File: config.mk
export PLATFORM = sky130hd
export DESIGN_NAME = dot_product_ctrl_flat
export DESIGN_NICKNAME = d
export VERILOG_FILES = /design/src/rtl/dvvm_pkg.sv /design/src/rtl/dot_product_ctrl_if.sv /design/src/rtl/dot_acc.sv /design/src/rtl/dot_product_ctrl.sv /design/src/flat_wrapper.sv
export SDC_FILE = /design/constraint.sdc
export NUM_CORES = 1
export LEC_CHECK = 0
export CAP_MARGIN = 25
export CORE_ASPECT_RATIO = 0.8
export CORE_MARGIN = 3
export CORE_UTILIZATION = 40
export CTS_CLUSTER_DIAMETER = 50
export CTS_CLUSTER_SIZE = 12
export DETAILED_ROUTE_END_ITERATION = 16
export PLACE_DENSITY_LB_ADDON = 0.2
export SETUP_SLACK_MARGIN = 0.4
export SLEW_MARGIN = 15
export SYNTH_ARGS = -nofsm -noshare
export SYNTH_HDL_FRONTEND = slang
export SYNTH_HIERARCHICAL = 1
export SYNTH_SLANG_ARGS = --single-unit
File: constraint.sdc
create_clock -name clk -period 2.26 [get_ports clk]
set_input_delay 0.226 -clock clk [delete_from_list [all_inputs] [get_ports clk]]
set_output_delay 0.226 -clock clk [all_outputs]
set_load 0.05 [all_outputs]
File: src/rtl/dvvm_pkg.sv
// Shared definitions for the dense vector-vector multiplier blocks:
// default widths, the multiply-unit latency and the sequencer state type.
package dvvm_pkg;

   localparam int DATA_W_DEF = 8;
   localparam int ADDR_W_DEF = 8;
   localparam int ACC_W_DEF  = 24;

   // Cycles from a mac_en cycle to the mac_done cycle carrying its product.
   localparam int MAC_LAT = 2;

   typedef enum logic [1:0] {
      IDLE,
      ISSUE,
      DRAIN,
      DONE
   } dvvm_state_e;

endpackage

File: src/rtl/dot_product_ctrl_if.sv
// Host, operand-buffer and multiply-unit signals of the dot-product sequencer.
// The slave modport is the sequencer; master is the surrounding environment.
interface dot_product_ctrl_if
   import dvvm_pkg::*;
#(
   parameter int DATA_W = DATA_W_DEF,
   parameter int ADDR_W = ADDR_W_DEF,
   parameter int ACC_W  = ACC_W_DEF
) ();

   logic                start;
   logic [ADDR_W:0]     vec_len;
   logic                busy;
   logic [ADDR_W-1:0]   buf_addr;
   logic [DATA_W-1:0]   buf_a_q;
   logic [DATA_W-1:0]   buf_b_q;
   logic                mac_en;
   logic [DATA_W-1:0]   mac_a;
   logic [DATA_W-1:0]   mac_b;
   logic [2*DATA_W-1:0] mac_result;
   logic                mac_done;
   logic [ACC_W-1:0]    dot_result;
   logic                dot_valid;
   logic                dot_ready;

   modport slave (
      input  start, vec_len, buf_a_q, buf_b_q, mac_result, mac_done, dot_ready,
      output busy, buf_addr, mac_en, mac_a, mac_b, dot_result, dot_valid
   );

   modport master (
      output start, vec_len, buf_a_q, buf_b_q, mac_result, mac_done, dot_ready,
      input  busy, buf_addr, mac_en, mac_a, mac_b, dot_result, dot_valid
   );

endinterface

File: src/rtl/dot_acc.sv
// Dot-product accumulator: clears when a run starts, adds zero-extended products
// on add_en and holds its value otherwise.
module dot_acc
   import dvvm_pkg::*;
#(
   parameter int DATA_W = DATA_W_DEF,
   parameter int ACC_W  = ACC_W_DEF
) (
   input  logic                clk,
   input  logic                rst,
   input  logic                clr,
   input  logic                add_en,
   input  logic [2*DATA_W-1:0] addend,
   output logic [ACC_W-1:0]    acc
);

   logic [ACC_W-1:0] acc_q, acc_d;

   always_comb begin
      acc_d = acc_q;
      if (clr)
         acc_d = '0;
      else if (add_en)
         acc_d = acc_q + ACC_W'(addend);
   end

   always_ff @(posedge clk or posedge rst) begin
      if (rst)
         acc_q <= '0;
      else
         acc_q <= acc_d;
   end

   assign acc = acc_q;

endmodule

File: src/rtl/dot_product_ctrl.sv
// Dot-product sequencer: issues buffer addresses, streams operand pairs to the multiply
// unit and accumulates its products. Define DOT_CYCLE_CNT_EN to add the cyc_cnt output.
module dot_product_ctrl
   import dvvm_pkg::*;
#(
   parameter int DATA_W = DATA_W_DEF,
   parameter int ADDR_W = ADDR_W_DEF,
   parameter int ACC_W  = ACC_W_DEF
) (
   input  logic              clk,
   input  logic              rst,
   dot_product_ctrl_if.slave bus
`ifdef DOT_CYCLE_CNT_EN
   ,
   output logic [31:0]       cyc_cnt
`endif
);

   localparam int CNT_W = ADDR_W + 1;

   if (ACC_W < 2*DATA_W + ADDR_W) begin : g_acc_w_chk
      $error("dot_product_ctrl: ACC_W must be >= 2*DATA_W+ADDR_W");
   end

   dvvm_state_e         state_q, state_d;
   logic [CNT_W-1:0]    len_q, len_d;
   logic [CNT_W-1:0]    issue_cnt_q, issue_cnt_d;
   logic [CNT_W-1:0]    retire_cnt_q, retire_cnt_d;
   logic                rd_vld_q, rd_vld_d;
   logic                mac_en_q, mac_en_d;
   logic [DATA_W-1:0]   mac_a_q, mac_a_d;
   logic [DATA_W-1:0]   mac_b_q, mac_b_d;
   logic [MAC_LAT-1:0]  inflight_q, inflight_d;
   logic                busy_q, busy_d;
   logic                dot_valid_q, dot_valid_d;
   logic                start_acc;
   logic                add_en;

   // NOTE: every variable gets a default before the case so no path infers a latch.
   always_comb begin
      state_d      = state_q;
      len_d        = len_q;
      issue_cnt_d  = issue_cnt_q;
      retire_cnt_d = retire_cnt_q;
      start_acc    = 1'b0;

      // A product counts only while a run is active and a pair was sent MAC_LAT cycles ago.
      add_en = bus.mac_done && inflight_q[MAC_LAT-1] &&
               ((state_q == ISSUE) || (state_q == DRAIN));
      if (add_en)
         retire_cnt_d = retire_cnt_q + CNT_W'(1);

      unique case (state_q)
         IDLE: begin
            if (bus.start) begin
               start_acc    = 1'b1;
               len_d        = bus.vec_len;
               issue_cnt_d  = '0;
               retire_cnt_d = '0;
               state_d      = (bus.vec_len == '0) ? DONE : ISSUE;
            end
         end
         ISSUE: begin
            issue_cnt_d = issue_cnt_q + CNT_W'(1);
            if (issue_cnt_d == len_q)
               state_d = DRAIN;
         end
         DRAIN: begin
            if (retire_cnt_q == len_q)
               state_d = DONE;
         end
         DONE: begin
            if (dot_valid_q && bus.dot_ready)
               state_d = IDLE;
         end
      endcase

      // Buffer data arrives one cycle after its address; register it as the operand pair.
      rd_vld_d    = (state_q == ISSUE);
      mac_en_d    = rd_vld_q;
      mac_a_d     = rd_vld_q ? bus.buf_a_q : mac_a_q;
      mac_b_d     = rd_vld_q ? bus.buf_b_q : mac_b_q;
      inflight_d  = {inflight_q[MAC_LAT-2:0], mac_en_q};
      busy_d      = (state_d != IDLE);
      dot_valid_d = (state_d == DONE);
   end

   // NOTE: sequential state uses <= only, and every flop is async reset so rst aborts a run.
   always_ff @(posedge clk or posedge rst) begin
      if (rst) begin
         state_q      <= IDLE;
         len_q        <= '0;
         issue_cnt_q  <= '0;
         retire_cnt_q <= '0;
         rd_vld_q     <= 1'b0;
         mac_en_q     <= 1'b0;
         mac_a_q      <= '0;
         mac_b_q      <= '0;
         inflight_q   <= '0;
         busy_q       <= 1'b0;
         dot_valid_q  <= 1'b0;
      end else begin
         state_q      <= state_d;
         len_q        <= len_d;
         issue_cnt_q  <= issue_cnt_d;
         retire_cnt_q <= retire_cnt_d;
         rd_vld_q     <= rd_vld_d;
         mac_en_q     <= mac_en_d;
         mac_a_q      <= mac_a_d;
         mac_b_q      <= mac_b_d;
         inflight_q   <= inflight_d;
         busy_q       <= busy_d;
         dot_valid_q  <= dot_valid_d;
      end
   end

   dot_acc #(
      .DATA_W (DATA_W),
      .ACC_W  (ACC_W)
   ) u_acc (
      .clk    (clk),
      .rst    (rst),
      .clr    (start_acc),
      .add_en (add_en),
      .addend (bus.mac_result),
      .acc    (bus.dot_result)
   );

   // The low bits of the issue counter wrap to 0 only after address 2**ADDR_W-1 is issued.
   assign bus.buf_addr  = issue_cnt_q[ADDR_W-1:0];
   assign bus.mac_en    = mac_en_q;
   assign bus.mac_a     = mac_a_q;
   assign bus.mac_b     = mac_b_q;
   assign bus.busy      = busy_q;
   assign bus.dot_valid = dot_valid_q;

`ifdef DOT_CYCLE_CNT_EN
   logic [31:0] cyc_cnt_q, cyc_cnt_d;

   always_comb begin
      cyc_cnt_d = cyc_cnt_q;
      if (start_acc)
         cyc_cnt_d = '0;
      else if (busy_q)
         cyc_cnt_d = cyc_cnt_q + 32'd1;
   end

   always_ff @(posedge clk or posedge rst) begin
      if (rst)
         cyc_cnt_q <= '0;
      else
         cyc_cnt_q <= cyc_cnt_d;
   end

   assign cyc_cnt = cyc_cnt_q;
`endif

endmodule
File: src/flat_wrapper.sv
// flat-port wrapper written by rule: the top's interface ports become plain ports
module dot_product_ctrl_flat import dvvm_pkg::*;
#(
   parameter int DATA_W = DATA_W_DEF,
   parameter int ADDR_W = ADDR_W_DEF,
   parameter int ACC_W  = ACC_W_DEF
)
  (clk, rst, bus_start, bus_vec_len, bus_buf_a_q, bus_buf_b_q, bus_mac_result, bus_mac_done, bus_dot_ready, bus_busy, bus_buf_addr, bus_mac_en, bus_mac_a, bus_mac_b, bus_dot_result, bus_dot_valid);
  dot_product_ctrl_if #(.DATA_W(DATA_W), .ADDR_W(ADDR_W), .ACC_W(ACC_W)) bus_i ();
  input  logic clk;
  input  logic rst;
  input wire logic [$bits(bus_i.start)-1:0] bus_start;
  input wire logic [$bits(bus_i.vec_len)-1:0] bus_vec_len;
  input wire logic [$bits(bus_i.buf_a_q)-1:0] bus_buf_a_q;
  input wire logic [$bits(bus_i.buf_b_q)-1:0] bus_buf_b_q;
  input wire logic [$bits(bus_i.mac_result)-1:0] bus_mac_result;
  input wire logic [$bits(bus_i.mac_done)-1:0] bus_mac_done;
  input wire logic [$bits(bus_i.dot_ready)-1:0] bus_dot_ready;
  output wire logic [$bits(bus_i.busy)-1:0] bus_busy;
  output wire logic [$bits(bus_i.buf_addr)-1:0] bus_buf_addr;
  output wire logic [$bits(bus_i.mac_en)-1:0] bus_mac_en;
  output wire logic [$bits(bus_i.mac_a)-1:0] bus_mac_a;
  output wire logic [$bits(bus_i.mac_b)-1:0] bus_mac_b;
  output wire logic [$bits(bus_i.dot_result)-1:0] bus_dot_result;
  output wire logic [$bits(bus_i.dot_valid)-1:0] bus_dot_valid;
  assign bus_i.start = bus_start;
  assign bus_i.vec_len = bus_vec_len;
  assign bus_i.buf_a_q = bus_buf_a_q;
  assign bus_i.buf_b_q = bus_buf_b_q;
  assign bus_i.mac_result = bus_mac_result;
  assign bus_i.mac_done = bus_mac_done;
  assign bus_i.dot_ready = bus_dot_ready;
  assign bus_busy = bus_i.busy;
  assign bus_buf_addr = bus_i.buf_addr;
  assign bus_mac_en = bus_i.mac_en;
  assign bus_mac_a = bus_i.mac_a;
  assign bus_mac_b = bus_i.mac_b;
  assign bus_dot_result = bus_i.dot_result;
  assign bus_dot_valid = bus_i.dot_valid;
  dot_product_ctrl #(.DATA_W(DATA_W), .ADDR_W(ADDR_W), .ACC_W(ACC_W)) u_core (.clk(clk), .rst(rst), .bus(bus_i));
endmodule
==> impl_metrics.tcl, run 1 <==
set metrics [dict create \
    status "complete, but fails checks" \
    violations "setup timing" \
    synth.net_count 552 \
    hold_viol 0 \
    max_slew_margin_pct 55.60 \
    cp_cell_sequence "ha_4 > fa_2 > a21oi_4 > o22ai_2 > o31a_1 > o21ai_2 > mux2_4" \
    maxCapViolations 0 \
    floorplan.initialDensity_pct 42.35 \
    insertion_delay_ps 340 \
    drv_slew 0 \
    critPathCaptureType "register" \
    synth_cells 483 \
    cts_tree "built" \
    dp_hpwl_um 9887 \
    grt_pass1_vias 4369 \
    die_height_um 103.5 \
    place_inst 746 \
    yosys.area.top_type "dfrtp_1" \
    drc 0 \
    yosysSeqAreaShare_pct 39.46 \
    cts_made_buffers 9 \
    vdd_drop_max_mv 0.8776 \
    synth_area_sq_um 4756 \
    required_ps 2480 \
    rsz0062_at_grt "true" \
    dp_slack_ps -162.0 \
    cpPeakStageDelay_ps 420 \
    die_x_um 127.9 \
    fin_skew_ps 8.656 \
    die_area_sq_um 13240 \
    gr-total-overflow 0 \
    drt-pass1-iter-count 5 \
    place_congestion 0.8904 \
    clkSinkCount 75 \
    hold_class "input port to asynchronous set/reset pin" \
    syn_area_per_cell_sq_um 9.846 \
    ys_ff_latch 75 \
    htree_levels 3 \
    antenna_cells 0 \
    cp-start-kind "register" \
    min_period_ps 2269 \
    p_per_area_nw_per_um2 1344 \
    drtIter0Drc 290 \
    cp_slowest_cell "dfrtp_2" \
    ys_warn_count 6 \
    drtAntennaViolNets 0 \
    grt_use_total_pct 21.04 \
    ys.flop_type "dfrtp_1" \
    final_cells 791 \
    max_freq_ghz 0.4408 \
    leakagePower_nw 3.132 \
    final.setup.tns_ps -8.532 \
    rows 34 \
    cp_max_fo 4 \
    clk_pin_slew_ps 60 \
    setup_viol 1 \
    worstMarginPinSlew_ps 666.0 \
    core_sq_um 11230 \
    path_class "register to register" \
    drive_above_1_share_pct 35.86 \
    async_flop_share_pct 100.0 \
    arrival_ps 2490 \
    finalCritPeriodShare_pct 100.4 \
    grt_pass1_wl_um 22420 \
    synth-edff-count 0 \
    clk_path_buf_depth 2 \
    antenna_found_initial 0 \
    p_total_mw 9.889 \
    ys_types 74 \
    wl_um 14310 \
    design.portCount 97 \
    syn_to_final_growth_pct 54.70 \
    grt_max_degree 33 \
    nets 711 \
    ys_top_cells_by_area "dfrtp_1 39%, mux2_2 6.2%, ha_1 5.8%" \
    vias 4407 \
    setup_slack_ps -8.532 \
    io_buffer_count 96 \
    avgRoutedWirePerCell_um 18.09 \
    synth_top_area_share_pct 39.46 \
    viasPerCell 5.571 \
    root_buffer "clkbuf_16" \
]
==> timing repair <==
action	4_1_cts	5_1_grt
gates cloned	0	1
hold buffers	0	0
endpoints found under the setup margin	39	44
pin swaps	29	36
gates resized for setup	51	61
setup buffers	14	14
==> cells in the final DEF, fill, tap and decap left out, types with 8 or more instances in the layout <==
cell type and instances:
ha_4 14, nand2_1 30, a21oi_1 11, buf_4 68, inv_1 12, nand2b_1 9, or3_1 9, xnor2_1 14
xor2_1 15, a21o_1 15, dfrtp_1 56, nand4_1 15, mux2_2 26, dlygate4sd2_1 13, a21oi_4 8, buf_6 11
clkbuf_16 10, nor2_1 29, o21ai_0 13, dfrtp_2 19, clkdlybuf4s50_1 79
==> logic make-up after synthesis <==
kind of cell | after synthesis | share of synthesized area, %
XOR/XNOR | 32 | 5.893
multiplexers | 35 | 8.103
buffers and inverters | 45 | 4.815
AND/OR/NAND/NOR | 152 | 17.23
AO/OA/AOI/OAI | 121 | 18.28
adder cells (fa/ha/maj) | 23 | 6.209
flip-flops | 75 | 39.46
==> sequential cells by signal (all words and copies together), names as in the netlist <==
name,count
u_core/bus.busy,1
u_core/bus.dot_valid,1
u_core/bus.mac_a,8
u_core/bus.mac_b,8
u_core/bus.mac_en,1
u_core/inflight_q,2
u_core/issue_cnt_q,9
u_core/len_q,9
u_core/mac_en_d,1
u_core/retire_cnt_q,9
u_core/state_q,2
u_core/u_acc/acc,24
==> final cells by class <==
cell class | count | area [sq um]
clock buffer | 9 | 225.2
clock inverter | 7 | 78.83
fill | 886 | 3874
inverter | 15 | 56.30
multi-input combinational | 363 | 3262
sequential | 75 | 1901
tap | 144 | 180.2
timing repair buffer | 178 | 1654
==> per-stage QoR <==
| step | cell area [sq um] | utilization, % | hold slack (ps) |
|---|---|---|---|
| 2_1_floorplan | 5035 | - | 239.5 |
| 6_report | 7357 | 65.51 | 241.1 |
| 3_3_place_gp | 6365 | 56.67 | 336.8 |
| 4_1_cts | 6927 | 61.68 | 254.0 |
| 3_5_place_dp | 6365 | 56.67 | 334.7 |
| 5_1_grt | 7357 | 65.51 | 277.8 |
==> final timing paths <==
path	start	to	slack (ps)	cells past startpoint
setup / recovery	u_core/u_acc/acc[0]	u_core/u_acc/acc[16]	-9	7
hold / removal	rst	u_core/bus.mac_a[7]	240	2
setup reg to reg	u_core/u_acc/acc[0]	u_core/u_acc/acc[16]	-9	7
hold reg to reg	u_core/inflight_q[0]	u_core/inflight_q[1]	340	0
max in group asynchronous	rst	u_core/issue_cnt_q[1]	1480	3
min in group clk	u_core/inflight_q[0]	u_core/inflight_q[1]	340	0
==> report_power, final <==
part,total [mW],internal [mW],switching (mW)
clock,1.46,0.860,0.602
combinational,6.11,2.75,3.36
sequential,2.31,1.83,0.490
total,9.89,5.43,4.46
==> worst max-delay path, delay by kind of cell, from the launching register on <==
kind | cells | cell delay [ps]
DFF | 1 | 420
AOI/OAI and AO/OA | 4 | 880
adders and majority gates | 2 | 540
muxes | 1 | 310
==> cell usage after synthesis, types with 4 or more instances <==
master and number:
dfrtp_1 75, nand2_1 31, nor2_1 31, mux2_2 26, ha_1 22, o21ai_0 20
a21oi_1 18, xnor2_1 17, a21o_1 15, inv_1 15, nand4_1 15, xor2_1 15
nand3_1 14, buf_4 12, or3_1 10, nand2b_1 9, clkbuf_1 8, o31ai_1 8
mux2i_1 7, and3_1 6, buf_2 6, o211ai_1 6, a21oi_2 5, a31oi_1 5
nor2b_1 5, nor3_1 5, o21ai_1 5, and2_1 4
==> layer usage <==
layer,wire length [um],global-route usage (%)
met5,0,0
met4,201,5.606
met3,1049,5.504
met2,6606,31.76
met1,6449,29.95
Power figures use the tool's default switching activity.
==> inputs of run 2 (changes only) <==
--- a/config.mk
+++ b/config.mk
@@ -6,7 +6,7 @@
 export NUM_CORES = 1
 export LEC_CHECK = 0
 export CAP_MARGIN = 25
-export CORE_ASPECT_RATIO = 0.8
+export CORE_ASPECT_RATIO = 1.75
 export CORE_MARGIN = 3
 export CORE_UTILIZATION = 40
 export CTS_CLUSTER_DIAMETER = 50
==> run 2 against run 1 <==
The run now ends clean. Utilization down 3.3 points. Combinational power down 4.6%. Sequential share of layout area up 0.57 points. Via count up 1.7%. Final cell count down 2.1%. Clock skew up 0.54 ps. Cell area down 2.1%. Die area up 0.33%. Largest cell class unchanged. Largest power group unchanged. Highest routed layer unchanged.
==> impl_metrics.tcl, run 2 (same netlist as run 1, synthesis figures left out) <==
set metrics [dict create \
    final.setup.tns_ps 0 \
    floorplan.initialDensity_pct 41.07 \
    rows 52 \
    drive_above_1_share_pct 35.37 \
    viasPerCell 5.789 \
    grt_pass1_vias 4723 \
    setup_viol 0 \
    multiInputGateArea_sq_um 3204 \
    gr-total-overflow 0 \
    layout_common_cells "79 x clkdlybuf4s50_1, 67 x buf_4, 55 x dfrtp_1" \
    antenna_cells 0 \
    critPathCaptureType "register" \
    cp_max_fo 3 \
    cpPeakStageDelay_ps 430 \
    path_class "register to register" \
    wl_um 14630 \
    max_freq_ghz 0.4510 \
    syn_to_final_growth_pct 51.43 \
    finalCritPeriodShare_pct 98.12 \
    hold_buffers 0 \
    vias 4481 \
    status "finished clean" \
    core_sq_um 11580 \
    leakagePower_nw 3.103 \
    p_total_mw 9.655 \
    grt_max_degree 36 \
    insertion_delay_ps 340 \
    setup_slack_ps 42.59 \
    grt_use_total_pct 21.90 \
    root_buffer "clkbuf_16" \
    crit_family "compound AO/OA/AOI/OAI gates" \
    cp_cell_sequence "ha_4 > fa_2 > a21oi_4 > o22ai_2 > buf_4 > a21oi_4 > buf_4 > xor2_1 > o22ai_1" \
    die_x_um 88.43 \
    dp_hpwl_um 10340 \
    drc 0 \
    antenna_found_initial 0 \
    fin_skew_ps 9.191 \
    mostFrequentLayoutCell "clkdlybuf4s50_1" \
    clk_path_buf_depth 2 \
    cts_made_buffers 9 \
    die_area_sq_um 13290 \
    max_slew_margin_pct 54.67 \
    drv_slew 0 \
    largest_register_ffs 24 \
    nets 703 \
    arrival_ps 2430 \
    drtAntennaViolNets 0 \
    utilization_pct 62.19 \
    drtIter0Drc 160 \
    min_period_ps 2217 \
    required_ps 2470 \
    num-fill-cells 999 \
    drt-pass1-iter-count 4 \
    rsz0062_at_grt "true" \
    dp_slack_ps -212.7 \
    hold_viol 0 \
    vdd_drop_max_mv 0.6712 \
    htree_levels 3 \
    critPathBufInv 2 \
    seqCellArea_sq_um 1902 \
    cp-start-kind "register" \
    p_per_area_nw_per_um2 1341 \
    fin_hold_ws_ps 234.5 \
    place_congestion 0.8792 \
    grt_pass1_wl_um 22640 \
    worstMarginPinSlew_ps 679.9 \
    hold_class "input port to asynchronous set/reset pin" \
    io_buffer_count 96 \
    maxCapViolations 0 \
    design.portCount 97 \
    clkSinkCount 75 \
    avgRoutedWirePerCell_um 18.90 \
    cts_tree "built" \
    die_height_um 150.2 \
    cp_slowest_cell "dfrtp_2" \
    clk_pin_slew_ps 70 \
]
[run 2: worst reg2reg max path, delay by kind of cell, from the launching register on]
family / cells / cell delay [ps]
AOI/OAI and AO/OA: 4 / 590
adders and majority gates: 2 / 570
DFF: 1 / 430
buffers and inverters: 2 / 300
xor gates and xnor gates: 1 / 190
[run 2: area by class of cell]
cell class                      instances  share of cell area (%)
Clock buffer                            9                   3.127
Clock inverter                          7                   1.147
Inverter                               15                  0.7818
Multi-Input combinational cell        364                   44.49
Sequential cell                        75                   26.41
Tap cell                              135                   2.345
Timing Repair Buffer                  169                   21.70
[run 2: metrics by stage]
stage	cell area, sq um	instances
2_1_floorplan	5035	483
3_3_place_gp	6316	732
3_5_place_dp	6316	732
4_1_cts	6935	768
5_1_grt	7202	774
6_report	7202	774
[run 2: per-layer routing]
layer  share of wire (%)  GRT usage (%)  up-vias  wire length, um
met2                  57          39.92      129             8340
met5                   0              0        -                0
met1                  36          23.01     2236             5205
li1                    -              -     2080                -
met4                 4.1          11.57        0              593
met3                 3.3          4.217       36              489
[run 2: worst paths after layout]
path | startpoint | end | slack, ps | cells after the start
min in group clk | u_core/inflight_q[0] | u_core/inflight_q[1] | 350 | 0
setup / recovery | u_core/u_acc/acc[0] | u_core/u_acc/acc[10] | 40 | 9
max in group asynchronous | rst | u_core/issue_cnt_q[2] | 1470 | 3
setup reg to reg | u_core/u_acc/acc[0] | u_core/u_acc/acc[10] | 40 | 9
hold / removal | rst | u_core/bus.mac_a[6] | 230 | 2
hold reg to reg | u_core/inflight_q[0] | u_core/inflight_q[1] | 350 | 0
[run 2: where the power goes]
part / internal, mW / switching [mW]
registers: 1.83 / 0.484
clock network: 0.875 / 0.638
logic: 2.55 / 3.29
[run 2: timing repair]
action,4_1_cts,5_1_grt
resized for setup,55,49
setup endpoints to repair,38,38
pin swaps,24,19
buffers inserted,20,5
hold endpoints to repair,0,0
cloned,0,1
==> inputs of run 3 (changes only) <==
--- a/config.mk
+++ b/config.mk
@@ -6,9 +6,11 @@
 export NUM_CORES = 1
 export LEC_CHECK = 0
 export CAP_MARGIN = 25
+export CELL_PAD_IN_SITES_DETAIL_PLACEMENT = 1
+export CELL_PAD_IN_SITES_GLOBAL_PLACEMENT = 2
 export CORE_ASPECT_RATIO = 1.75
 export CORE_MARGIN = 3
-export CORE_UTILIZATION = 40
+export CORE_UTILIZATION = 29
 export CTS_CLUSTER_DIAMETER = 50
 export CTS_CLUSTER_SIZE = 12
 export DETAILED_ROUTE_END_ITERATION = 16
==> run 3 against run 2 <==
Setup slack improved by 35 ps. Worst hold slack improved by 120 ps. Cell area rose by 5.6%. Final cell count rose by 11%. Critical path type unchanged. Wire length rose by 17%. Global-route usage fell by 3.3 points. Highest routed layer unchanged. Total power rose by 7.4%. First-iteration DRC count fell by 69%. Largest cell class unchanged.
==> impl_metrics.tcl, run 3 (same netlist as run 1, synthesis figures left out) <==
set metrics [dict create \
    drtAntennaViolNets 0 \
    max_freq_ghz 0.4583 \
    num-fill-cells 1751 \
    nets 732 \
    maxCapViolations 0 \
    mostFrequentLayoutCell "buf_4" \
    core_sq_um 15950 \
    clk_path_buf_depth 2 \
    hold_class "register to register" \
    design.portCount 97 \
    antenna_found_initial 0 \
    hold_viol 0 \
    root_buffer "clkbuf_16" \
    wl_um 17060 \
    drc 0 \
    place_congestion 0.9098 \
    status "finished clean" \
    worstMarginPinSlew_ps 705.5 \
    drtIter0Drc 49 \
    dp_hpwl_um 12290 \
    rsz0062_at_grt "true" \
    min_period_ps 2182 \
    die_x_um 102.8 \
    gr-total-overflow 0 \
    max_slew_margin_pct 52.96 \
    grt_max_degree 30 \
    min_path_cells 0 \
    setup_slack_ps 78.02 \
    die_height_um 175.4 \
    drt-pass1-iter-count 4 \
    hold_buffers 0 \
    grt_pass1_vias 4903 \
    leakagePower_nw 3.298 \
    finalCritPeriodShare_pct 96.55 \
    grt_pass1_wl_um 26130 \
    reg2reg_depth 7 \
    die_area_sq_um 18030 \
    fin_skew_ps 9.702 \
    io_buffer_count 96 \
    antenna_cells 0 \
    utilization_pct 47.68 \
    cts_tree "built" \
    p_per_area_nw_per_um2 1364 \
    viasPerCell 5.334 \
    vias 4571 \
    cp_max_fo 3 \
    cts_made_buffers 9 \
    fin_hold_ws_ps 358.2 \
    drv_slew 0 \
    path_class "register to register" \
    required_ps 2480 \
    syn_to_final_growth_pct 59.93 \
    rows 61 \
    floorplan.initialDensity_pct 29.81 \
    clk_pin_slew_ps 70 \
    avgRoutedWirePerCell_um 19.91 \
    setup_viol 0 \
    cp-start-kind "register" \
    layout_common_cells "85 x buf_4, 78 x clkdlybuf4s50_1, 54 x dfrtp_1" \
    htree_levels 3 \
    dp_slack_ps -227.4 \
    arrival_ps 2400 \
    drive_above_1_share_pct 37.87 \
    insertion_delay_ps 340 \
    critPathCaptureType "register" \
    largest_register_ffs 24 \
    clkSinkCount 75 \
    final.setup.tns_ps 0 \
    r2r_slack_ps 80 \
    vdd_drop_max_mv 0.7175 \
    p_total_mw 10.37 \
    grt_use_total_pct 18.63 \
]
-- run 3: power breakdown --
group          internal (mW)  switching (mW)
clock                  0.993           0.672
combinational           2.92            3.45
sequential              1.82           0.506
total                   5.74            4.63
-- run 3: metrics by stage --
step	std cells	cell area, sq um
4_1_cts	836	7227
5_1_grt	857	7606
6_report	857	7606
2_1_floorplan	483	5035
3_5_place_dp	799	6469
3_3_place_gp	799	6469
-- run 3: final cells by class --
| class | instances | area [sq um] | share of cell area [%] |
|---|---|---|---|
| clock inverters | 7 | 107.6 | 1.415 |
| well taps | 189 | 236.5 | 3.109 |
| clock buffers | 9 | 225.2 | 2.961 |
| repair buffers | 198 | 1847 | 24.28 |
| inverters | 15 | 56.30 | 0.7403 |
| flip-flops and latches | 75 | 1903 | 25.02 |
| multi-input cells | 364 | 3231 | 42.47 |
-- run 3: layer usage --
layer | wire length, um | up-vias | GRT usage, % | share of wire (%)
met5 | 0 | - | 0 | 0
met3 | 529 | 35 | 2.742 | 3.1
met1 | 6123 | 2296 | 19.96 | 36
met4 | 548 | 0 | 5.673 | 3.2
li1 | - | 2140 | - | -
met2 | 9860 | 100 | 36.14 | 58
-- run 3: final timing paths --
check                                startpoint                    end
max in group asynchronous                   rst  u_core/issue_cnt_q[0]
min in group asynchronous                   rst    u_core/u_acc/acc[7]
max reg2reg                 u_core/u_acc/acc[0]   u_core/u_acc/acc[16]
min                        u_core/inflight_q[0]   u_core/inflight_q[1]
min reg2reg                u_core/inflight_q[0]   u_core/inflight_q[1]
max                         u_core/u_acc/acc[0]   u_core/u_acc/acc[16]
-- run 3: critical path: stages (launching register included) --
cell and delay, ps:
dfrtp_2 430, ha_4 170, fa_2 370, a21oi_4 200, o22ai_4 100, o31a_1 300
o21ai_2 180, mux2_4 310
-- run 3: what timing repair did --
item	CTS	global route
gates resized for setup	74	47
buffers inserted	20	19
cloned	1	2
pin swaps	32	20
endpoints found under the setup margin	52	50
